## src/rtl/dram_arb_if.sv

```systemverilog
// Bundle between the cores, the arbiter and the shared DRAM port.
// Handshake: a core holds core_req (with we/addr/wdata stable) until its one-cycle core_gnt; reads then wait for a one-cycle core_rvalid.
interface dram_arb_if #(
  parameter int WIDTH      = 8,
  parameter int ADDR_WIDTH = 8,
  parameter int NCORES     = 4
);
  logic [NCORES-1:0]            core_req;
  logic [NCORES-1:0]            core_we;
  logic [NCORES*ADDR_WIDTH-1:0] core_addr;
  logic [NCORES*WIDTH-1:0]      core_wdata;
  logic [NCORES-1:0]            core_gnt;
  logic [NCORES-1:0]            core_rvalid;
  logic [WIDTH-1:0]             core_rdata;
  logic [ADDR_WIDTH-1:0]        DRAM_addr;
  logic [WIDTH-1:0]             DRAM_dataOut;
  logic [WIDTH-1:0]             DRAM_dataIn;
  logic                         memREAD;
  logic                         memWRITE;

  modport master (
    output core_req, core_we, core_addr, core_wdata, DRAM_dataIn,
    input  core_gnt, core_rvalid, core_rdata, DRAM_addr, DRAM_dataOut, memREAD, memWRITE
  );

  modport slave (
    input  core_req, core_we, core_addr, core_wdata, DRAM_dataIn,
    output core_gnt, core_rvalid, core_rdata, DRAM_addr, DRAM_dataOut, memREAD, memWRITE
  );
endinterface

```

## src/rtl/dram_arbiter.sv

```systemverilog
// Round-robin front end serialising NCORES core requests onto one DRAM port,
// one outstanding transaction at a time, with a fixed read latency.
module dram_arbiter #(
  parameter int WIDTH      = 8,
  parameter int ADDR_WIDTH = 8,
  parameter int NCORES     = 4,
  parameter int RD_LATENCY = 1
) (
  input  logic                       Clk,
  input  logic                       Rst,
  dram_arb_if.slave                  bus,
  output logic [1:0]                 dbg_state_o,
  output logic [$clog2(NCORES)-1:0]  dbg_rr_ptr_o
);
  localparam int PW = $clog2(NCORES);
  localparam int CW = 4;

  typedef enum logic [1:0] {
    ARB     = 2'd0,
    ISSUE   = 2'd1,
    WAIT_RD = 2'd2
  } state_t;

  state_t                state_q, state_d;
  logic [PW-1:0]         rr_ptr_q, rr_ptr_d;
  logic [PW-1:0]         win_q, win_d;
  logic                  we_q, we_d;
  logic [ADDR_WIDTH-1:0] addr_q, addr_d;
  logic [WIDTH-1:0]      wdata_q, wdata_d;
  logic [WIDTH-1:0]      rdata_q, rdata_d;
  logic [CW-1:0]         cnt_q, cnt_d;
  logic [NCORES-1:0]     rvalid_q, rvalid_d;

  logic [ADDR_WIDTH-1:0] addr_arr  [NCORES];
  logic [WIDTH-1:0]      wdata_arr [NCORES];
  logic                  hit;
  logic [PW-1:0]         pick;
  logic [PW:0]           probe;
  logic [NCORES-1:0]     win_onehot;

  always_comb begin
    for (int i = 0; i < NCORES; i++) begin
      addr_arr[i]  = bus.core_addr[i*ADDR_WIDTH +: ADDR_WIDTH];
      wdata_arr[i] = bus.core_wdata[i*WIDTH +: WIDTH];
    end
  end

  // Probe indices rr_ptr, rr_ptr+1, ... wrapping modulo NCORES; first hit wins.
  always_comb begin
    hit   = 1'b0;
    pick  = rr_ptr_q;
    probe = '0;
    for (int k = 0; k < NCORES; k++) begin
      probe = {1'b0, rr_ptr_q} + (PW+1)'(k);
      if (probe >= (PW+1)'(NCORES)) probe = probe - (PW+1)'(NCORES);
      if (!hit && bus.core_req[probe[PW-1:0]]) begin
        hit  = 1'b1;
        pick = probe[PW-1:0];
      end
    end
  end

  assign win_onehot = NCORES'(1) << win_q;

  always_comb begin
    state_d  = state_q;
    rr_ptr_d = rr_ptr_q;
    win_d    = win_q;
    we_d     = we_q;
    addr_d   = addr_q;
    wdata_d  = wdata_q;
    rdata_d  = rdata_q;
    cnt_d    = cnt_q;
    rvalid_d = '0;
    case (state_q)
      ARB: begin
        if (hit) begin
          win_d    = pick;
          we_d     = bus.core_we[pick];
          addr_d   = addr_arr[pick];
          wdata_d  = wdata_arr[pick];
          rr_ptr_d = (pick == PW'(NCORES-1)) ? '0 : pick + 1'b1;
          state_d  = ISSUE;
        end
      end
      ISSUE: begin
        if (we_q) begin
          state_d = ARB;
        end else begin
          cnt_d   = CW'(RD_LATENCY);
          state_d = WAIT_RD;
        end
      end
      WAIT_RD: begin
        cnt_d = cnt_q - 1'b1;
        if (cnt_q == CW'(1)) begin
          rdata_d  = bus.DRAM_dataIn;
          rvalid_d = win_onehot;
          state_d  = ARB;
        end
      end
      default: state_d = ARB;
    endcase
  end

  always_ff @(posedge Clk) begin
    if (Rst) begin
      state_q  <= ARB;
      rr_ptr_q <= '0;
      win_q    <= '0;
      we_q     <= 1'b0;
      addr_q   <= '0;
      wdata_q  <= '0;
      rdata_q  <= '0;
      cnt_q    <= '0;
      rvalid_q <= '0;
    end else begin
      state_q  <= state_d;
      rr_ptr_q <= rr_ptr_d;
      win_q    <= win_d;
      we_q     <= we_d;
      addr_q   <= addr_d;
      wdata_q  <= wdata_d;
      rdata_q  <= rdata_d;
      cnt_q    <= cnt_d;
      rvalid_q <= rvalid_d;
    end
  end

  // addr_q/wdata_q only change on a new win, so they double as the held DRAM bus.
  assign bus.core_gnt     = (state_q == ISSUE) ? win_onehot : '0;
  assign bus.memWRITE     = (state_q == ISSUE) && we_q;
  assign bus.memREAD      = (state_q == ISSUE) && !we_q;
  assign bus.DRAM_addr    = addr_q;
  assign bus.DRAM_dataOut = wdata_q;
  assign bus.core_rdata   = rdata_q;
  assign bus.core_rvalid  = rvalid_q;

  assign dbg_state_o  = state_q;
  assign dbg_rr_ptr_o = rr_ptr_q;
endmodule

```

## src/flat_wrapper.sv

```systemverilog
// flat-port wrapper written by rule: the top's interface ports become plain ports
module dram_arbiter_flat 
#(
  parameter int WIDTH      = 8,
  parameter int ADDR_WIDTH = 8,
  parameter int NCORES     = 4,
  parameter int RD_LATENCY = 1
)
  (Clk, Rst, dbg_state_o, dbg_rr_ptr_o, bus_core_req, bus_core_we, bus_core_addr, bus_core_wdata, bus_DRAM_dataIn, bus_core_gnt, bus_core_rvalid, bus_core_rdata, bus_DRAM_addr, bus_DRAM_dataOut, bus_memREAD, bus_memWRITE);
  dram_arb_if #(.WIDTH(WIDTH), .ADDR_WIDTH(ADDR_WIDTH), .NCORES(NCORES)) bus_i ();
  input  logic Clk;
  input  logic Rst;
  output logic [1:0] dbg_state_o;
  output logic [$clog2(NCORES)-1:0] dbg_rr_ptr_o;
  input wire logic [$bits(bus_i.core_req)-1:0] bus_core_req;
  input wire logic [$bits(bus_i.core_we)-1:0] bus_core_we;
  input wire logic [$bits(bus_i.core_addr)-1:0] bus_core_addr;
  input wire logic [$bits(bus_i.core_wdata)-1:0] bus_core_wdata;
  input wire logic [$bits(bus_i.DRAM_dataIn)-1:0] bus_DRAM_dataIn;
  output wire logic [$bits(bus_i.core_gnt)-1:0] bus_core_gnt;
  output wire logic [$bits(bus_i.core_rvalid)-1:0] bus_core_rvalid;
  output wire logic [$bits(bus_i.core_rdata)-1:0] bus_core_rdata;
  output wire logic [$bits(bus_i.DRAM_addr)-1:0] bus_DRAM_addr;
  output wire logic [$bits(bus_i.DRAM_dataOut)-1:0] bus_DRAM_dataOut;
  output wire logic [$bits(bus_i.memREAD)-1:0] bus_memREAD;
  output wire logic [$bits(bus_i.memWRITE)-1:0] bus_memWRITE;
  assign bus_i.core_req = bus_core_req;
  assign bus_i.core_we = bus_core_we;
  assign bus_i.core_addr = bus_core_addr;
  assign bus_i.core_wdata = bus_core_wdata;
  assign bus_i.DRAM_dataIn = bus_DRAM_dataIn;
  assign bus_core_gnt = bus_i.core_gnt;
  assign bus_core_rvalid = bus_i.core_rvalid;
  assign bus_core_rdata = bus_i.core_rdata;
  assign bus_DRAM_addr = bus_i.DRAM_addr;
  assign bus_DRAM_dataOut = bus_i.DRAM_dataOut;
  assign bus_memREAD = bus_i.memREAD;
  assign bus_memWRITE = bus_i.memWRITE;
  dram_arbiter #(.WIDTH(WIDTH), .ADDR_WIDTH(ADDR_WIDTH), .NCORES(NCORES), .RD_LATENCY(RD_LATENCY)) u_core (.Clk(Clk), .Rst(Rst), .bus(bus_i), .dbg_state_o(dbg_state_o), .dbg_rr_ptr_o(dbg_rr_ptr_o));
endmodule
```

## config.mk

```make
export PLATFORM = sky130hd
export DESIGN_NAME = dram_arbiter_flat
export DESIGN_NICKNAME = d
export VERILOG_FILES = /design/src/rtl/dram_arb_if.sv /design/src/rtl/dram_arbiter.sv /design/src/flat_wrapper.sv
export SDC_FILE = /design/constraint.sdc
export NUM_CORES = 1
export LEC_CHECK = 0
export ABC_AREA = 1
export CAP_MARGIN = 15
export CORE_AREA = 5 5 83 85
export DETAILED_ROUTE_END_ITERATION = 7
export DIE_AREA = 0 0 88 90
export HOLD_SLACK_MARGIN = 0.05
export PLACE_DENSITY_LB_ADDON = 0.25
export SLEW_MARGIN = 15
export SYNTH_ARGS = -nofsm -noshare
export SYNTH_HDL_FRONTEND = slang
export SYNTH_SLANG_ARGS = --single-unit
export TNS_END_PERCENT = 100
```

## constraint.sdc

```tcl
create_clock -name Clk -period 4.09 [get_ports Clk]
set_input_delay 0.818 -clock Clk [delete_from_list [all_inputs] [get_ports Clk]]
set_output_delay 0.818 -clock Clk [all_outputs]
set_load 0.01 [all_outputs]
```

# Yosys cells after proc, flatten, opt, wreduce, memory -nomap -nowiden

Index checks and enable logic that the tools add are counted.

Input port bits: 82
Logic and storage cells: 91
Bits in registers: 39
Output and inout bits: 38

Shifts and indexed selects: 1
Reduce and logical (&&, ||, !) cells: 16
Equal/unequal tests: 7
Bitwise gates (word level): 3
$add $sub $neg: 9
Magnitude comparators: 10
Muxes and demuxes: 36

Operator list:

| operator                                                   | count |
|---|---|
| binary-select mux 8 bit (select 2 bit)                     | 2 |
| 2-to-1 mux 8 bit                                           | 4 |
| 2-to-1 mux 2 bit                                           | 12 |
| less-than comparator 2 x 3 -> 1 bit, second input constant | 5 |
| >= comparator 3 bit, second input constant                 | 4 |
| binary-select mux 1 bit (select 2 bit)                     | 5 |
| 2-to-1 mux 1 bit                                           | 9 |
| 2-to-1 mux 4 bit                                           | 2 |
| case mux 4 bit (2 select lines)                            | 1 |
| AND reduction 2 bit                                        | 4 |
| subtractor 2 x 1 -> 2 bit, second input constant           | 4 |
| adder 2 x 2 -> 3 bit, second input constant                | 2 |
| case mux 2 bit (3 select lines)                            | 1 |
| logical AND 1 bit                                          | 5 |
| equality test 2 bit, second input constant                 | 2 |
| equality test 4 x 1 -> 1 bit, second input constant        | 1 |
| zero test 1 bit                                            | 4 |
| != test 2 x 1 -> 1 bit, second input constant              | 2 |
| << shifter 1 x 2 -> 4 bit, first input constant            | 1 |
| subtractor 4 x 1 -> 4 bit, second input constant           | 1 |
| adder 2 x 1 -> 3 bit, second input constant                | 1 |
| >= comparator 2 x 3 -> 1 bit, second input constant        | 1 |
| NOT 2 -> 3 bit                                             | 1 |
| OR reduction 3 bit                                         | 1 |
| other kinds (6)                                            | 7 |

# Logic depth before layout (Yosys ltp)

Word-level depth: 18
Mapped depth: 18
Mapped depth without buffers: 16

# Least setup slack after synthesis

No wires, ideal clock.

Path kind: in2reg
Start: input port bus_core_req[1]
End: register u_core.addr_q[0] (netlist: u_core.bus.DRAM_addr[0])
Setup slack: 1.979 ns
Cell stages on the path: 11
Path buffers: 1
Setup time: 0.115 ns
Data required time: 3.975 ns
Arrival time: 1.996 ns
Cell sequence: inv_1 > nand2_1 > nand3_1 > nand2_2 > nor2_8 > nand2_1 > o211ai_4 > inv_4 > buf_2 > o21ai_1 > nor2_1

Longest elaborated chain between the ends: 16
Elaborated cells between the ends (all ways): 27
Classes of those cells: mux: 19; bitwise: 1; reduce/logical: 7

RTL lines:

| item                                                 | RTL line            | RTL |
|---|---|---|
| start: declaration                                   | flat_wrapper.sv:15  | `input wire logic [$bits(bus_i.core_req)-1:0] bus_core_req;` |
| binary-select mux 1 bit (select 2 bit)               | dram_arbiter.sv:56  | `if (!hit && bus.core_req[probe[PW-1:0]]) begin` |
| 2-to-1 mux 1 bit (implied by the code)               | dram_arbiter.sv:56  |  |
| 2-to-1 mux 1 bit                                     | dram_arbiter.sv:56  |  |
| zero test 1 bit                                      | dram_arbiter.sv:56  |  |
| logical AND 1 bit                                    | dram_arbiter.sv:56  |  |
| 2-to-1 mux 1 bit                                     | dram_arbiter.sv:56  |  |
| zero test 1 bit                                      | dram_arbiter.sv:56  |  |
| logical AND 1 bit                                    | dram_arbiter.sv:56  |  |
| 2-to-1 mux 1 bit                                     | dram_arbiter.sv:56  |  |
| zero test 1 bit                                      | dram_arbiter.sv:56  |  |
| logical AND 1 bit                                    | dram_arbiter.sv:56  |  |
| 2-to-1 mux 2 bit                                     | dram_arbiter.sv:56  |  |
| NOT 2 -> 3 bit (implied by the code)                 | dram_arbiter.sv:80  | `addr_d = addr_arr[pick];` |
| binary-select mux 8 bit (select 2 bit)               | dram_arbiter.sv:80  |  |
| 2-to-1 mux 8 bit (implied by the code) (2 in series) | dram_arbiter.sv:80  |  |
| end signal: assignment                               | dram_arbiter.sv:122 | `addr_q <= addr_d;` |
| end: declaration                                     | dram_arbiter.sv:28  | `logic [ADDR_WIDTH-1:0] addr_q, addr_d;` |

Parallel ways exist; a longest one is shown, timed or not. The select of a mux whose other input is x is not followed.
A chain may end at the register's enable or synchronous reset.

# Worst setup path in the final report

Start: input port bus_core_req[3]
End: register u_core.wdata_q[4] (netlist: u_core.bus.DRAM_dataOut[4])

Longest elaborated chain between the ends: 16
Elaborated cells between the ends (all ways): 27
Classes of those cells: mux: 19; bitwise: 1; reduce/logical: 7

RTL lines:

| item                                                 | RTL line            | RTL |
|---|---|---|
| binary-select mux 1 bit (select 2 bit)               | dram_arbiter.sv:56  |  |
| 2-to-1 mux 1 bit (implied by the code)               | dram_arbiter.sv:56  |  |
| 2-to-1 mux 1 bit                                     | dram_arbiter.sv:56  |  |
| zero test 1 bit                                      | dram_arbiter.sv:56  |  |
| logical AND 1 bit                                    | dram_arbiter.sv:56  |  |
| 2-to-1 mux 1 bit                                     | dram_arbiter.sv:56  |  |
| zero test 1 bit                                      | dram_arbiter.sv:56  |  |
| logical AND 1 bit                                    | dram_arbiter.sv:56  |  |
| 2-to-1 mux 1 bit                                     | dram_arbiter.sv:56  |  |
| zero test 1 bit                                      | dram_arbiter.sv:56  |  |
| logical AND 1 bit                                    | dram_arbiter.sv:56  |  |
| 2-to-1 mux 2 bit                                     | dram_arbiter.sv:56  |  |
| NOT 2 -> 3 bit (implied by the code)                 | dram_arbiter.sv:81  | `wdata_d = wdata_arr[pick];` |
| binary-select mux 8 bit (select 2 bit)               | dram_arbiter.sv:81  |  |
| 2-to-1 mux 8 bit (implied by the code) (2 in series) | dram_arbiter.sv:81  |  |
| end signal: assignment                               | dram_arbiter.sv:123 | `wdata_q <= wdata_d;` |
| end: declaration                                     | dram_arbiter.sv:29  | `logic [WIDTH-1:0] wdata_q, wdata_d;` |

Parallel ways exist; a longest one is shown, timed or not. The select of a mux whose other input is x is not followed.

==> flow_summary.ini <==
[run_status]
outcome = complete, no violations

[floorplan]
core_area_mm2 = 0.00613
die_w_um = 88
dieArea_mm2 = 0.00792
initial_core_util = 0.424
ios = 120
fp-row-count = 29
fp.dieH_um = 90

[grt]
grt_overflow = 0
grt_pass1_wl_um = 12700
grt_use_total = 0.191
grt_pass1_vias = 2803
grt_max_degree = 38
antenna_found_initial = 0

[cts]
postCtsSetupRepairBufs = 0
clock-sinks = 39
tritoncts = built
cts_buffers = 5
ctsResizeCount = 0
cts_max_path_buffers = 2
clock-root-buffer = clkbuf_8
insertion_delay_ps = 280
htreeDepth = 2
cts_hold_buf = 0
clk_transition_reported_paths_ps = 70

[worst_hold_path]
hold_depth = 2
min_to = u_core.cnt_q[1]
hp-start = u_core.cnt_q[1]
holdCritPathClass = reg -> reg

[route]
post_drt_wl_per_cell_um = 12.7
vias = 3001
drc = 0
wirelength_um = 7740
dr.pass1.iters = 5
top_layer = met4
met1_length_um = 3300
antenna_left = 0
wl_met2_um = 3660
vias_per_cell = 4.94
drt_iter0_markers = 182
dr_wl_met3_um = 647

[final_layout]
fill_cells = 559
fin_nets = 614
layout_common_cells = 134 x nand2_1, 119 x clkdlybuf4s50_1, 67 x nand3_1
final_common_cell = nand2_1
syn_to_final_growth_pct = 49.0
utilization = 0.632
antenna_cells = 0
drive_gt1_frac = 0.0621
final_cells = 608

[yosys]
postSynthCellCount = 423
synth.area.top_cells = dfxtp_1 30%, nand2_1 19%, nand3_1 13%
synth_area_mm2 = 0.00260
ys_types = 30
synth_top_area_cell = dfxtp_1
yosysWarnings = 0
avgSynthCellArea_um2 = 6.15
ys_seq_area_frac = 0.300
syn_nets = 507
synth_seq_cells = 39
netlist.area_leader.share = 0.300

[timing]
rsz0062_at_grt = false
period_minus_slack_ps = 2760
setup_viol = 0
worst_pin_slew_ps = 641
timing.final.max_slew_violations = 0
hold_viol = 0
slew_headroom = 0.572
fin_skew_ps = 4.51
setup_tns_ps = 0
setup_slack_ps = 1330
fmax_ghz = 0.362
period_share = 0.676

[worst_setup_path]
start_kind = input port
r2r_cells = 11
r2r-end = u_core.bus.DRAM_dataOut[4]
crit_chain = clkdlybuf4s50_1 -> inv_1 -> nand2_1 -> nand3_1 -> nand2_2 -> nor2_8 -> nand4_4 -> nand2_8 -> inv_4 -> nand3_1 -> nand2_1 -> nor2_1 -> nor2_1
cp.required_ps = 4260
crit_fanout = 37
timing.rr.start = u_core.dbg_rr_ptr_o[0]
end_kind = flip-flop
path_delay_family = simple AND/OR/NAND/NOR gates
slowest_stage = clkdlybuf4s50_1
path_buf_inv = 3
criticalPathCategory = in -> reg
worstPathArrival_ps = 2930
max_stage_delay_ps = 450
reg2reg_slack_ps = 1400

[place]
io_buffers = 119
gp_congestion = 0.897
placed_cells = 600
pre_cts_ws_ps = 1040
hpwl_um = 6050

[power]
peakVddDrop_uv = 396
p_leak_nw = 1.79
power_density_mw_per_mm2 = 768

[flow_run]
cap_violations = 0
## registers in the layout (all words and copies together), names as in the netlist
name                     count
u_core.cnt_q                 4
u_core.bus.DRAM_dataOut      8
u_core.bus.DRAM_addr         8
u_core.dbg_state_o           2
u_core.bus.core_rdata        8
u_core.dbg_rr_ptr_o          2
u_core.we_q                  1
u_core.bus.core_rvalid       4
u_core.win_q                 2
## tightest hold or removal path: cells and delay by family, from the launching register on
kind / cells / cell delay, ps
DFF: 1 / 330
AOI/OAI and AO/OA: 1 / 50
and+or+nand+nor: 1 / 60
## synthesized netlist by cell type
cell type and count:
or2_2 1, o21ai_0 10, nor2_1 61, nand3_4 1, inv_2 2, buf_2 5
buf_6 4, ha_1 2, a21oi_1 7, nor3_1 10, clkbuf_1 4, a31oi_1 1
nor2_8 1, buf_4 6, nand4_4 1, nand3_1 67, nand2_2 11, nand2_1 134
dfxtp_1 39, inv_4 3, and3_1 1, clkinv_1 1, nand2_4 1, o211ai_4 1
nor3b_1 1, nand2_8 2, a211oi_1 1, inv_1 31, o21ai_4 1, o21ai_1 13
## metrics by stage
| stage | hold WS [ps] | power (mW) | area (um^2) |
|---|---|---|---|
| global placement | 473 | 2.61 | 3760 |
| global route | 522 | 3.29 | 3870 |
| CTS | 501 | 2.99 | 3870 |
| floorplan | 453 | 2.19 | 2600 |
| detailed placement | 489 | 2.66 | 3760 |
| finish | 490 | 2.98 | 3870 |
## area by class of cell
class	count	area [um^2]	share of cell area
flip-flops and latches	39	781	0.201
multi-input cells	328	1540	0.398
inverters	37	146	0.0378
clock inverters	2	35.0	0.00904
well taps	77	96.3	0.0249
repair buffers	119	1190	0.307
clock buffers	6	82.6	0.0213
## per-layer routing
metal	vias to the layer above	GRT usage
met5	-	0
met4	0	0.0524
met3	10	0.0265
met2	112	0.305
met1	1319	0.265
li1	1560	-
## where the power goes
group          internal (mW)  switching (mW)
clock network          0.197           0.127
registers              0.501           0.105
logic                  0.737            1.31
## cell families (layout without fill, tap and decap cells)
kind of cell / Yosys count / count (layout) / share of synthesized area
AND/OR/NAND/NOR: 292 / 292 / 0.506
AO/OA/AOI/OAI: 34 / 34 / 0.0775
adder cells (fa/ha/maj): 2 / 2 / 0.00962
flip-flops: 39 / 39 / 0.300
buffers and inverters: 56 / 164 / 0.106
## how the worst max path moves through the flow
stage / from / to / slack [ps] / depth (start not counted)
finish: bus_core_req[3] / u_core.bus.DRAM_dataOut[4] / 1330 / 13
global route: u_core.dbg_rr_ptr_o[0] / u_core.bus.DRAM_addr[2] / 1090 / 11
CTS: bus_core_req[3] / u_core.bus.DRAM_addr[3] / 1340 / 13
detailed placement: bus_core_req[3] / u_core.bus.DRAM_dataOut[4] / 1040 / 13
global placement: bus_core_req[0] / u_core.bus.DRAM_dataOut[4] / 1090 / 12
floorplan: bus_core_req[1] / u_core.bus.DRAM_addr[0] / 1980 / 11
Note: power is estimated with default switching activity, not from simulation.
==> patch, RTL diff (same settings) <==
`WIDTH` is set to 8 in 3 places; all go to 7.
--- a/src/rtl/dram_arb_if.sv
+++ b/src/rtl/dram_arb_if.sv
@@ -1,7 +1,7 @@
 // Bundle between the cores, the arbiter and the shared DRAM port.
 // Handshake: a core holds core_req (with we/addr/wdata stable) until its one-cycle core_gnt; reads then wait for a one-cycle core_rvalid.
 interface dram_arb_if #(
-  parameter int WIDTH      = 8,
+  parameter int WIDTH      = 7,
   parameter int ADDR_WIDTH = 8,
   parameter int NCORES     = 4
 );
--- a/src/rtl/dram_arbiter.sv
+++ b/src/rtl/dram_arbiter.sv
@@ -1,7 +1,7 @@
 // Round-robin front end serialising NCORES core requests onto one DRAM port,
 // one outstanding transaction at a time, with a fixed read latency.
 module dram_arbiter #(
-  parameter int WIDTH      = 8,
+  parameter int WIDTH      = 7,
   parameter int ADDR_WIDTH = 8,
   parameter int NCORES     = 4,
   parameter int RD_LATENCY = 1
--- a/src/flat_wrapper.sv
+++ b/src/flat_wrapper.sv
@@ -1,7 +1,7 @@
 // flat-port wrapper written by rule: the top's interface ports become plain ports
 module dram_arbiter_flat 
 #(
-  parameter int WIDTH      = 8,
+  parameter int WIDTH      = 7,
   parameter int ADDR_WIDTH = 8,
   parameter int NCORES     = 4,
   parameter int RD_LATENCY = 1
Interface: changed (resized bus_DRAM_dataIn, bus_DRAM_dataOut, bus_core_rdata and bus_core_wdata); port bits go from 120 to 113. The function was not compared with the original's and may differ.
==> patch against the original RTL <==
- setup slack improved by 0.044 ns
- design area fell by 5.9%
- critical path depth fell by 1
- routed wire length fell by 4.8%
- sequential cell count fell by 2
- highest routed layer unchanged
- area after synthesis fell by 4.3%
- via count fell by 6.3%
- power fell by 6.9%
- core utilization fell by 3.7 points
==> patch: results (changes against the original RTL) <==
* Run status: completed (unchanged)
* Total of fill cells in the finished design at 596 (was 559)
* Maximum number of pins on one net before global-route repair at 36 (was 38)
* Worst vdd rail ir drop at 0.3997 mV (was 0.3962 mV)
* Top fanout value on the critical path at 35 (was 37)
* Fin cells at 578 (was 608)
* Number of global-route vias before repair at 2678 (was 2803)
* Sequential element share of the synthesized area at 29.78% (was 30.03%)
* Wire length of the first global-routing pass at 12030 um (was 12690 um)
* Hold WS at 0.4846 ns (was 0.4904 ns)
* Syn_nets at 480 (was 507)
* First-pass DRT Iterations at 4 (was 5)
* Port Buffers at 112 (was 119)
* Routed wire length per instance at 12.74 um (was 12.72 um)
* Cell count after synthesis at 401 (was 423)
* Routability congestion estimate at 0.8435 (was 0.8970)
* Minimum setup slack among reg-to-reg paths at 1.45 ns (was 1.40 ns)
* Total track usage at 18.25% (was 19.09%)
* Setup Slack @ Placement at 1.085 ns (was 1.041 ns)
* Leading cell types by total area after synthesis: sky130_fd_sc_hd__dfxtp_1 (30%), sky130_fd_sc_hd__nand2_1 (20%), sky130_fd_sc_hd__nand3_1 (13%) (was sky130_fd_sc_hd__dfxtp_1 (30%), sky130_fd_sc_hd__nand2_1 (19%), sky130_fd_sc_hd__nand3_1 (13%))
* Layout cell share with drive strength beyond 1 at 5.788% (was 6.215%)
* 1st-iter DRT viols at 123 (was 182)
* Arrival time of data at the critical path endpoint at 2.89 ns (was 2.93 ns)
* Worst R2R End: u_core.bus.DRAM_addr[7] (was u_core.bus.DRAM_dataOut[4])
* Crit path launch: bus_core_req[1] (was bus_core_req[3])
* Adder-Cell Fraction of Synth Area at 1.006% (was 0.9625%)
* Final critical-path share of the clock period at 66.48% (was 67.56%)
* Slew at the pin closest to its max-slew limit at 0.6146 ns (was 0.6410 ns)
* Number of vias after detailed routing at 2811 (was 3001)
* Clock tree skew after final layout at 0.004227 ns (was 0.004509 ns)
[patch: changes by cell type in the layout (fill, tap and decap cells not counted), sizes merged, moves of 2 or more]
cell	unedited run	this run
clkdlybuf4s50	119	112
nand2	148	141
inv	36	31
nor2	62	58
nand3	68	65
clkinv	2	0
dfxtp	39	37
[patch: power breakdown]
group,leakage (uW),switching (uW),internal [uW]
Clock,0.0000443,114,133
Combinational,0.00132,1250,702
Sequential,0.000304,103,476
[patch: routing by layer]
| metal | up-vias | part of all wire [%] | global-route usage (%) |
|---|---|---|---|
| met5 | - | 0 | 0 |
| met4 | 0 | 1.9 | 7.033 |
| met3 | 10 | 6.8 | 3.016 |
| met2 | 100 | 47 | 29.15 |
| met1 | 1225 | 44 | 24.22 |
| li1 | 1476 | - | - |
[patch: final cells by class]
cell class                 instances  area share (%)
multi-input combinational        314           40.55
timing repair buffer             112           30.74
sequential                        37           20.31
inverter                          31           3.396
tap                               77           2.642
clock buffer                       7           2.367
